[config.mk]
export PLATFORM = sky130hd
export DESIGN_NAME = ritc_idelay_ctrl_v3_flat
export DESIGN_NICKNAME = d
export VERILOG_FILES = /design/src/rtl/ritc_idelay_ctrl_v3_if.sv /design/src/rtl/ritc_idelay_ctrl_v3.sv /design/src/flat_wrapper.sv
export SDC_FILE = /design/constraint.sdc
export NUM_CORES = 1
export LEC_CHECK = 0
export BUFFER_PORTS_ARGS = -buffer_cell sky130_fd_sc_hd__buf_2
export CORE_ASPECT_RATIO = 0.6
export CORE_MARGIN = 5
export CORE_UTILIZATION = 50
export CTS_BUF_LIST = sky130_fd_sc_hd__clkbuf_8
export CTS_CLUSTER_SIZE = 16
export DETAILED_ROUTE_END_ITERATION = 7
export PLACE_DENSITY = 0.72
export SETUP_SLACK_MARGIN = 0.5
export SYNTH_ARGS = -nofsm -noshare
export SYNTH_HDL_FRONTEND = slang
export SYNTH_SLANG_ARGS = --single-unit
[constraint.sdc]
create_clock -name clk_i -period 5.2 [get_ports clk_i]
set_input_delay 1.04 -clock clk_i [delete_from_list [all_inputs] [get_ports clk_i]]
set_output_delay 1.04 -clock clk_i [all_outputs]
set_load 0.01 [all_outputs]
[src/rtl/ritc_idelay_ctrl_v3_if.sv]
// Register bus between the RITC control fabric and the IDELAY control engine.
interface ritc_idelay_ctrl_v3_if;
    logic [1:0]  addr_i;
    logic [31:0] dat_i;
    logic        wr_i;
    logic [31:0] dat_o;

    modport master (output addr_i, output dat_i, output wr_i, input dat_o);
    modport slave  (input addr_i, input dat_i, input wr_i, output dat_o);
endinterface

[src/rtl/ritc_idelay_ctrl_v3.sv]
// IDELAYE2 tap load sequencer with shadow taps and IDELAYCTRL reset/ready sequencing.
// Optional macro RITC_IDELAY_BCAST_EN enables lane/channel broadcast loads.
module ritc_idelay_ctrl_v3 #(
    parameter int unsigned NUM_CH      = 6,
    parameter int unsigned NUM_BITS    = 12,
    parameter int unsigned DELAY_W     = 5,
    parameter int unsigned RST_LEN     = 16,
    parameter int unsigned RDY_TIMEOUT = 1024
) (
    input  logic                             clk_i,
    input  logic                             rst_i,
    ritc_idelay_ctrl_v3_if.slave             bus,
    output logic                             busy_o,
    output logic [DELAY_W-1:0]               cntvalue_o,
    output logic [NUM_CH*(NUM_BITS+1)-1:0]   ld_o,
    output logic                             idelayctrl_rst_o,
    input  logic [NUM_CH-1:0]                idelayctrl_rdy_i
);
    localparam int unsigned LPC   = NUM_BITS + 1;
    localparam int unsigned RST_W = $clog2(RST_LEN) + 1;
    localparam int unsigned TO_W  = $clog2(RDY_TIMEOUT) + 1;

    typedef enum logic [2:0] {
        S_IDLE, S_SETUP, S_LOAD, S_HOLD, S_RST, S_WAIT_RDY
    } state_t;

    state_t                   state;
    logic [RST_W-1:0]         rst_cnt;
    logic [TO_W-1:0]          to_cnt;
    logic [7:0]               ch_q, lane_q, ptr_ch, ptr_lane;
    logic                     bl_q, bc_q;
    logic                     cmd_err, rdy_to;
    logic [31:0]              cmd_q;
    logic [DELAY_W-1:0]       shadow [NUM_CH][LPC];
    logic [NUM_CH-1:0][LPC-1:0] hit;
    logic [DELAY_W-1:0]       rd_tap;

    logic       wr0, wr1, wr2, go_req, rst_req, clr_req;
    logic [7:0] ch_in, lane_in;
    logic       bl_in, bc_in, range_bad, busy_now;
    logic       go_ok, go_err, rst_ok, rst_err;

    assign wr0     = bus.wr_i && (bus.addr_i == 2'd0);
    assign wr1     = bus.wr_i && (bus.addr_i == 2'd1);
    assign wr2     = bus.wr_i && (bus.addr_i == 2'd2);
    assign go_req  = wr1 && bus.dat_i[31];
    assign rst_req = wr0 && bus.dat_i[0];
    assign clr_req = wr0 && bus.dat_i[1];
    assign ch_in   = bus.dat_i[23:16];
    assign lane_in = bus.dat_i[15:8];
`ifdef RITC_IDELAY_BCAST_EN
    assign bl_in = bus.dat_i[24];
    assign bc_in = bus.dat_i[25];
`else
    assign bl_in = 1'b0;
    assign bc_in = 1'b0;
`endif
    // Broadcast bits waive the range check on the field they replace
    assign range_bad = (!bc_in && (ch_in >= 8'(NUM_CH))) ||
                       (!bl_in && (lane_in > 8'(NUM_BITS)));
    assign busy_now  = (state != S_IDLE);
    assign go_ok     = go_req && !busy_now && !range_bad;
    assign go_err    = go_req && (busy_now || range_bad);
    assign rst_ok    = rst_req && !busy_now;
    assign rst_err   = rst_req && busy_now;

    // Lane selection mask for the latched command, ch-major like ld_o
    always_comb begin
        hit = '0;
        for (int c = 0; c < NUM_CH; c++)
            for (int l = 0; l < LPC; l++)
                hit[c][l] = (bc_q || (ch_q == 8'(c))) && (bl_q || (lane_q == 8'(l)));
    end

    always_comb begin
        rd_tap = '0;
        for (int c = 0; c < NUM_CH; c++)
            for (int l = 0; l < LPC; l++)
                if ((ptr_ch == 8'(c)) && (ptr_lane == 8'(l)))
                    rd_tap = shadow[c][l];
    end

    always_comb begin
        bus.dat_o = '0;
        case (bus.addr_i)
            2'd0: bus.dat_o = {12'd0, rdy_to, cmd_err, idelayctrl_rst_o, busy_o,
                               16'(idelayctrl_rdy_i)};
            2'd1: bus.dat_o = cmd_q;
            2'd2: bus.dat_o = 32'(rd_tap);
            default: bus.dat_o = {8'h03, 8'(NUM_CH), 8'(NUM_BITS), 8'(DELAY_W)};
        endcase
    end

    always_ff @(posedge clk_i) begin
        if (rst_i) begin
            state            <= S_IDLE;
            busy_o           <= 1'b0;
            cntvalue_o       <= '0;
            ld_o             <= '0;
            idelayctrl_rst_o <= 1'b0;
            rst_cnt          <= '0;
            to_cnt           <= '0;
            ch_q             <= '0;
            lane_q           <= '0;
            bl_q             <= 1'b0;
            bc_q             <= 1'b0;
            ptr_ch           <= '0;
            ptr_lane         <= '0;
            cmd_err          <= 1'b0;
            rdy_to           <= 1'b0;
            cmd_q            <= '0;
            for (int c = 0; c < NUM_CH; c++)
                for (int l = 0; l < LPC; l++)
                    shadow[c][l] <= '0;
        end else begin
            ld_o <= '0;
            if (wr2) begin
                ptr_ch   <= bus.dat_i[23:16];
                ptr_lane <= bus.dat_i[15:8];
            end
            // Clear first so a coincident error event overrides it
            if (clr_req) begin
                cmd_err <= 1'b0;
                rdy_to  <= 1'b0;
            end
            if (go_err || rst_err)
                cmd_err <= 1'b1;

            case (state)
                S_IDLE: begin
                    if (go_ok) begin
                        cmd_q      <= bus.dat_i;
                        cntvalue_o <= bus.dat_i[DELAY_W-1:0];
                        ch_q       <= ch_in;
                        lane_q     <= lane_in;
                        bl_q       <= bl_in;
                        bc_q       <= bc_in;
                        busy_o     <= 1'b1;
                        state      <= S_SETUP;
                    end else if (rst_ok) begin
                        idelayctrl_rst_o <= 1'b1;
                        rst_cnt          <= RST_W'(RST_LEN - 1);
                        busy_o           <= 1'b1;
                        state            <= S_RST;
                    end
                end
                S_SETUP: begin
                    ld_o <= hit;
                    for (int c = 0; c < NUM_CH; c++)
                        for (int l = 0; l < LPC; l++)
                            if (hit[c][l])
                                shadow[c][l] <= cntvalue_o;
                    state <= S_LOAD;
                end
                S_LOAD: state <= S_HOLD;
                S_HOLD: begin
                    busy_o <= 1'b0;
                    state  <= S_IDLE;
                end
                S_RST: begin
                    if (rst_cnt == '0) begin
                        idelayctrl_rst_o <= 1'b0;
                        to_cnt           <= '0;
                        state            <= S_WAIT_RDY;
                    end else begin
                        rst_cnt <= rst_cnt - 1'b1;
                    end
                end
                S_WAIT_RDY: begin
                    if (&idelayctrl_rdy_i) begin
                        busy_o <= 1'b0;
                        state  <= S_IDLE;
                    end else if (to_cnt == TO_W'(RDY_TIMEOUT - 1)) begin
                        rdy_to <= 1'b1;
                        busy_o <= 1'b0;
                        state  <= S_IDLE;
                    end else begin
                        to_cnt <= to_cnt + 1'b1;
                    end
                end
                default: begin
                    busy_o <= 1'b0;
                    state  <= S_IDLE;
                end
            endcase
        end
    end
endmodule

[src/flat_wrapper.sv]
// flat-port wrapper written by rule: the top's interface ports become plain ports
module ritc_idelay_ctrl_v3_flat 
#(
    parameter int unsigned NUM_CH      = 6,
    parameter int unsigned NUM_BITS    = 12,
    parameter int unsigned DELAY_W     = 5,
    parameter int unsigned RST_LEN     = 16,
    parameter int unsigned RDY_TIMEOUT = 1024
)
  (clk_i, rst_i, busy_o, cntvalue_o, ld_o, idelayctrl_rst_o, idelayctrl_rdy_i, bus_addr_i, bus_dat_i, bus_wr_i, bus_dat_o);
  ritc_idelay_ctrl_v3_if bus_i ();
  input  logic clk_i;
  input  logic rst_i;
  output logic busy_o;
  output logic [DELAY_W-1:0] cntvalue_o;
  output logic [NUM_CH*(NUM_BITS+1)-1:0] ld_o;
  output logic idelayctrl_rst_o;
  input  logic [NUM_CH-1:0] idelayctrl_rdy_i;
  input wire logic [$bits(bus_i.addr_i)-1:0] bus_addr_i;
  input wire logic [$bits(bus_i.dat_i)-1:0] bus_dat_i;
  input wire logic [$bits(bus_i.wr_i)-1:0] bus_wr_i;
  output wire logic [$bits(bus_i.dat_o)-1:0] bus_dat_o;
  assign bus_i.addr_i = bus_addr_i;
  assign bus_i.dat_i = bus_dat_i;
  assign bus_i.wr_i = bus_wr_i;
  assign bus_dat_o = bus_i.dat_o;
  ritc_idelay_ctrl_v3 #(.NUM_CH(NUM_CH), .NUM_BITS(NUM_BITS), .DELAY_W(DELAY_W), .RST_LEN(RST_LEN), .RDY_TIMEOUT(RDY_TIMEOUT)) u_core (.clk_i(clk_i), .rst_i(rst_i), .bus(bus_i), .busy_o(busy_o), .cntvalue_o(cntvalue_o), .ld_o(ld_o), .idelayctrl_rst_o(idelayctrl_rst_o), .idelayctrl_rdy_i(idelayctrl_rdy_i));
endmodule
==> impl_results.md <==
- Status: complete, no violations
- CP Max Fanout: 11
- Die Area: 56700 um^2
- Final nets: 2800
- # hold bufs at CTS: 0
- Pint: 6.95 mW
- First-pass GRT wire length: ~160 mm
- CP arrival: 4.10 ns
- RSZ-0062 raised after global routing: yes
- Fin Setup TNS: 0 ns
- Layout cells sized above 1: 0.229
- Final Setup Violations: 0
- Initial Util: 0.508
- RD Place Congestion: 1.12
- Final hold vios: 0
- Sequential Area: 14700 um^2
- Simple-gate share of the synthesized area: 0.232
- Nature of the critical path endpoint: output port
- Multi-input logic area: 11000 um^2
- Post-Synthesis Net Count: 2533
- Inst Count DP: 3313
- Period minus WS final: slightly above 5 ns
- Cell row count: 64
- Number of port buffers: approximately 160
- GRT Overall Usage: 0.395
- Combinational power share: 0.118
- Switching part of the total: 0.281
- Commonest non-fill, non-tap cell in the layout: edfxtp_1
- Switching power: 2.71 mW
- TritonCTS buffer count: 80
- Pleak: roughly 12 nW
- Compound-Gate Fraction of Synth Area: 0.140
- Clk pwr share: 0.371
- Setup WS post-layout: ~0.057 ns
- Via count: between 20000 and 25000
- WP data required: about 4.2 ns
- Dpl ws: 0.176 ns
- P per Cell Area: 313 nW/um^2
- Area growth, synth to finish: 18.9%
- Vias per std cell: 6.63
- Avg WL per Cell: 33.1 um
- Total power: between 9 and 10 mW
- Max H-tree Level: 3
- Register bit total from synthesis: 539
- Multiplexer share of the synthesized area: 0.0259
- Post-synth EDFFs: 390
- Synth Area in Adders: 0.00145
- CP Launch Type: register
- Period utilisation layout: 0.989
- Layout Skew: 0.0485 ns
- Largest net degree at the start of global routing: 55
- FILL cells: approximately 4300
- DP Area: 28100 um^2
- Largest family of logic cells by synthesized area: simple AND/OR/NAND/NOR gates
- Synth Flop Type: edfxtp_1
- Yosys Warn Count: 0
- Worst Setup Path Type: reg -> out
- Worst-path clk slew: 0.08 ns
- Hold Crit Start: u_core.cmd_q[7]$_SDFFE_PP0P_
- Fin area: 30900 um^2
- Vias in the first global route: approximately 21000
- Min-delay worst type: reg -> reg
- Final non-filler cell total: around 3500
- Most frequent cells in the layout: 390 x edfxtp_1, 341 x and2_1, 231 x nor2_1
- Synthesized area per cell: between 10 and 15 um^2
- I/O pin cnt: 160
- Initial antenna violation count: 6
- Clock sink total: 539
- Relative slew slack: 0.126
- Post-synth ARST share: 0
- Worst Tran Pin Value: 1.31 ns
- CTS tree: built
- Cells after Synth: 2487
- DRC Markers: 0
- FMAX: 194 MHz
- CTS Root Cell: clkbuf_8
- Antenna viol nets, final: 0
- Die H: 187 um
- Worst R2R Start: u_core.cmd_q[20]$_SDFFE_PP0P_
- Yosys cell types: approximately 90
- VDD IR max: just over 0.0003 V
- Mapped Area: 26000 um^2
- Sequential-to-total area share from yosys stat: 0.566
- Crit path launch: u_core.ptr_lane[1]$_SDFFE_PP0P_
- DRT Pass-1 Iters: 7
- Reg2reg setup slack: 1.50 ns
- Max Cap Viol: 0
- Remaining global-route overflow: 0
- Clk_lat worst skew: between 0.7 and 0.8 ns
- XOR/XNOR Fraction of Synth Area: 0.00270
- WL final: 116 mm
- Maximum buffer depth of the clock tree: 3
- Die W: ~300 um
- DP Wirelength: between 80 and 90 mm
- Part of the power in registers: 0.511
- Core Area: 51200 um^2
- DR iter-0 viols: 4089
- Max-slew violations: 0
-- flip-flops by register name, summed over array words and instances, names as in the netlist --
signal,flops
u_core.busy_o,1
u_core.cmd_err,1
u_core.cmd_q,32
u_core.idelayctrl_rst_o,1
u_core.ld_o,78
u_core.ptr_ch,8
u_core.ptr_lane,8
u_core.rdy_to,1
u_core.rst_cnt,5
u_core.shadow,390
u_core.state,3
u_core.to_cnt,11
-- path summary, 6_finish.rpt --
kind                                             to  cells after the start
hold / removal         u_core.cmd_q[7]$_SDFFE_PP0P_                      2
hold reg to reg        u_core.cmd_q[7]$_SDFFE_PP0P_                      2
setup reg to reg  u_core.shadow[3][1]$_SDFFCE_PN0P_                      6
setup / recovery                       bus_dat_o[0]                     12
-- worst max-delay path, stage by stage (launching register included) --
cell and delay (ns):
dfxtp_4 0.41, buf_4 0.16, buf_4 0.18, inv_4 0.13, buf_4 0.26, nand2_1 0.14, nand2_1 0.16, o221ai_1 0.14
a32oi_1 0.73, nand3_1 0.40, a2111oi_4 0.40, o21a_1 0.16, buf_2 0.13
-- metrics by stage --
stage               hold WS (ns)  utilization
CTS                        0.451        0.599
detailed placement         0.442        0.549
global route               0.467        0.603
finish                     0.451        0.604
global placement           0.439        0.549
floorplan                  0.432            -
-- routing by layer --
| metal | up-vias | track usage | share of wire |
|---|---|---|---|
| met5 | - | 0 | 0.00011 |
| li1 | 9640 | - | - |
| met3 | 238 | 0.176 | 0.17 |
| met4 | 2 | 0.103 | 0.031 |
| met2 | 1975 | 0.498 | 0.37 |
| met1 | 11500 | 0.611 | 0.43 |
-- power by group through the flow --
stage | logic (mW) | registers, mW | clock network [mW]
floorplan | 0.583 | 4.92 | 0
global route | 1.17 | 4.95 | 3.81
global placement | 0.959 | 5.01 | 0
detailed placement | 0.972 | 5.02 | 0
finish | 1.14 | 4.94 | 3.58
CTS | 1.06 | 4.93 | 3.59
-- cells by family after synthesis --
family          count (synthesis)
simple gates                 1150
compound gates                527
fa+ha+maj                       3
flops                         539
buf+inv                       202
mux                            58
xor+xnor                        8
-- cells in the mapped netlist, types with 20 or more instances --
cell type,instances,area [um^2]
nand2_1,219,822
buf_2,22,110
nor2_1,242,908
mux2i_1,38,380
a31oi_1,20,125
and3_1,92,576
o21bai_1,57,428
and2_1,341,2130
o21ai_0,63,315
a21o_1,34,255
clkbuf_1,147,552
nand3_1,69,345
nor3_1,54,270
edfxtp_1,390,11700
a21oi_1,124,621
o22ai_1,40,250
a211oi_1,21,158
dfxtp_1,149,2980
-- repair_timing --
item,4_1_cts,5_1_grt
endpoints found under the setup margin,5,5
cloned,1,0
setup buffers,41,10
pin swaps,34,24
resized for setup,120,30
-- final cells by class --
| cell class | instances | area share |
|---|---|---|
| Antenna cell | 3 | 0.000243 |
| Clock buffer | 92 | 0.0410 |
| Clock inverter | 58 | 0.0120 |
| Inverter | 14 | 0.00178 |
| Multi-Input combinational cell | 1746 | 0.357 |
| Sequential cell | 539 | 0.477 |
| Tap cell | 693 | 0.0281 |
| Timing Repair Buffer | 373 | 0.0839 |
Power figures use the tool's default switching activity.
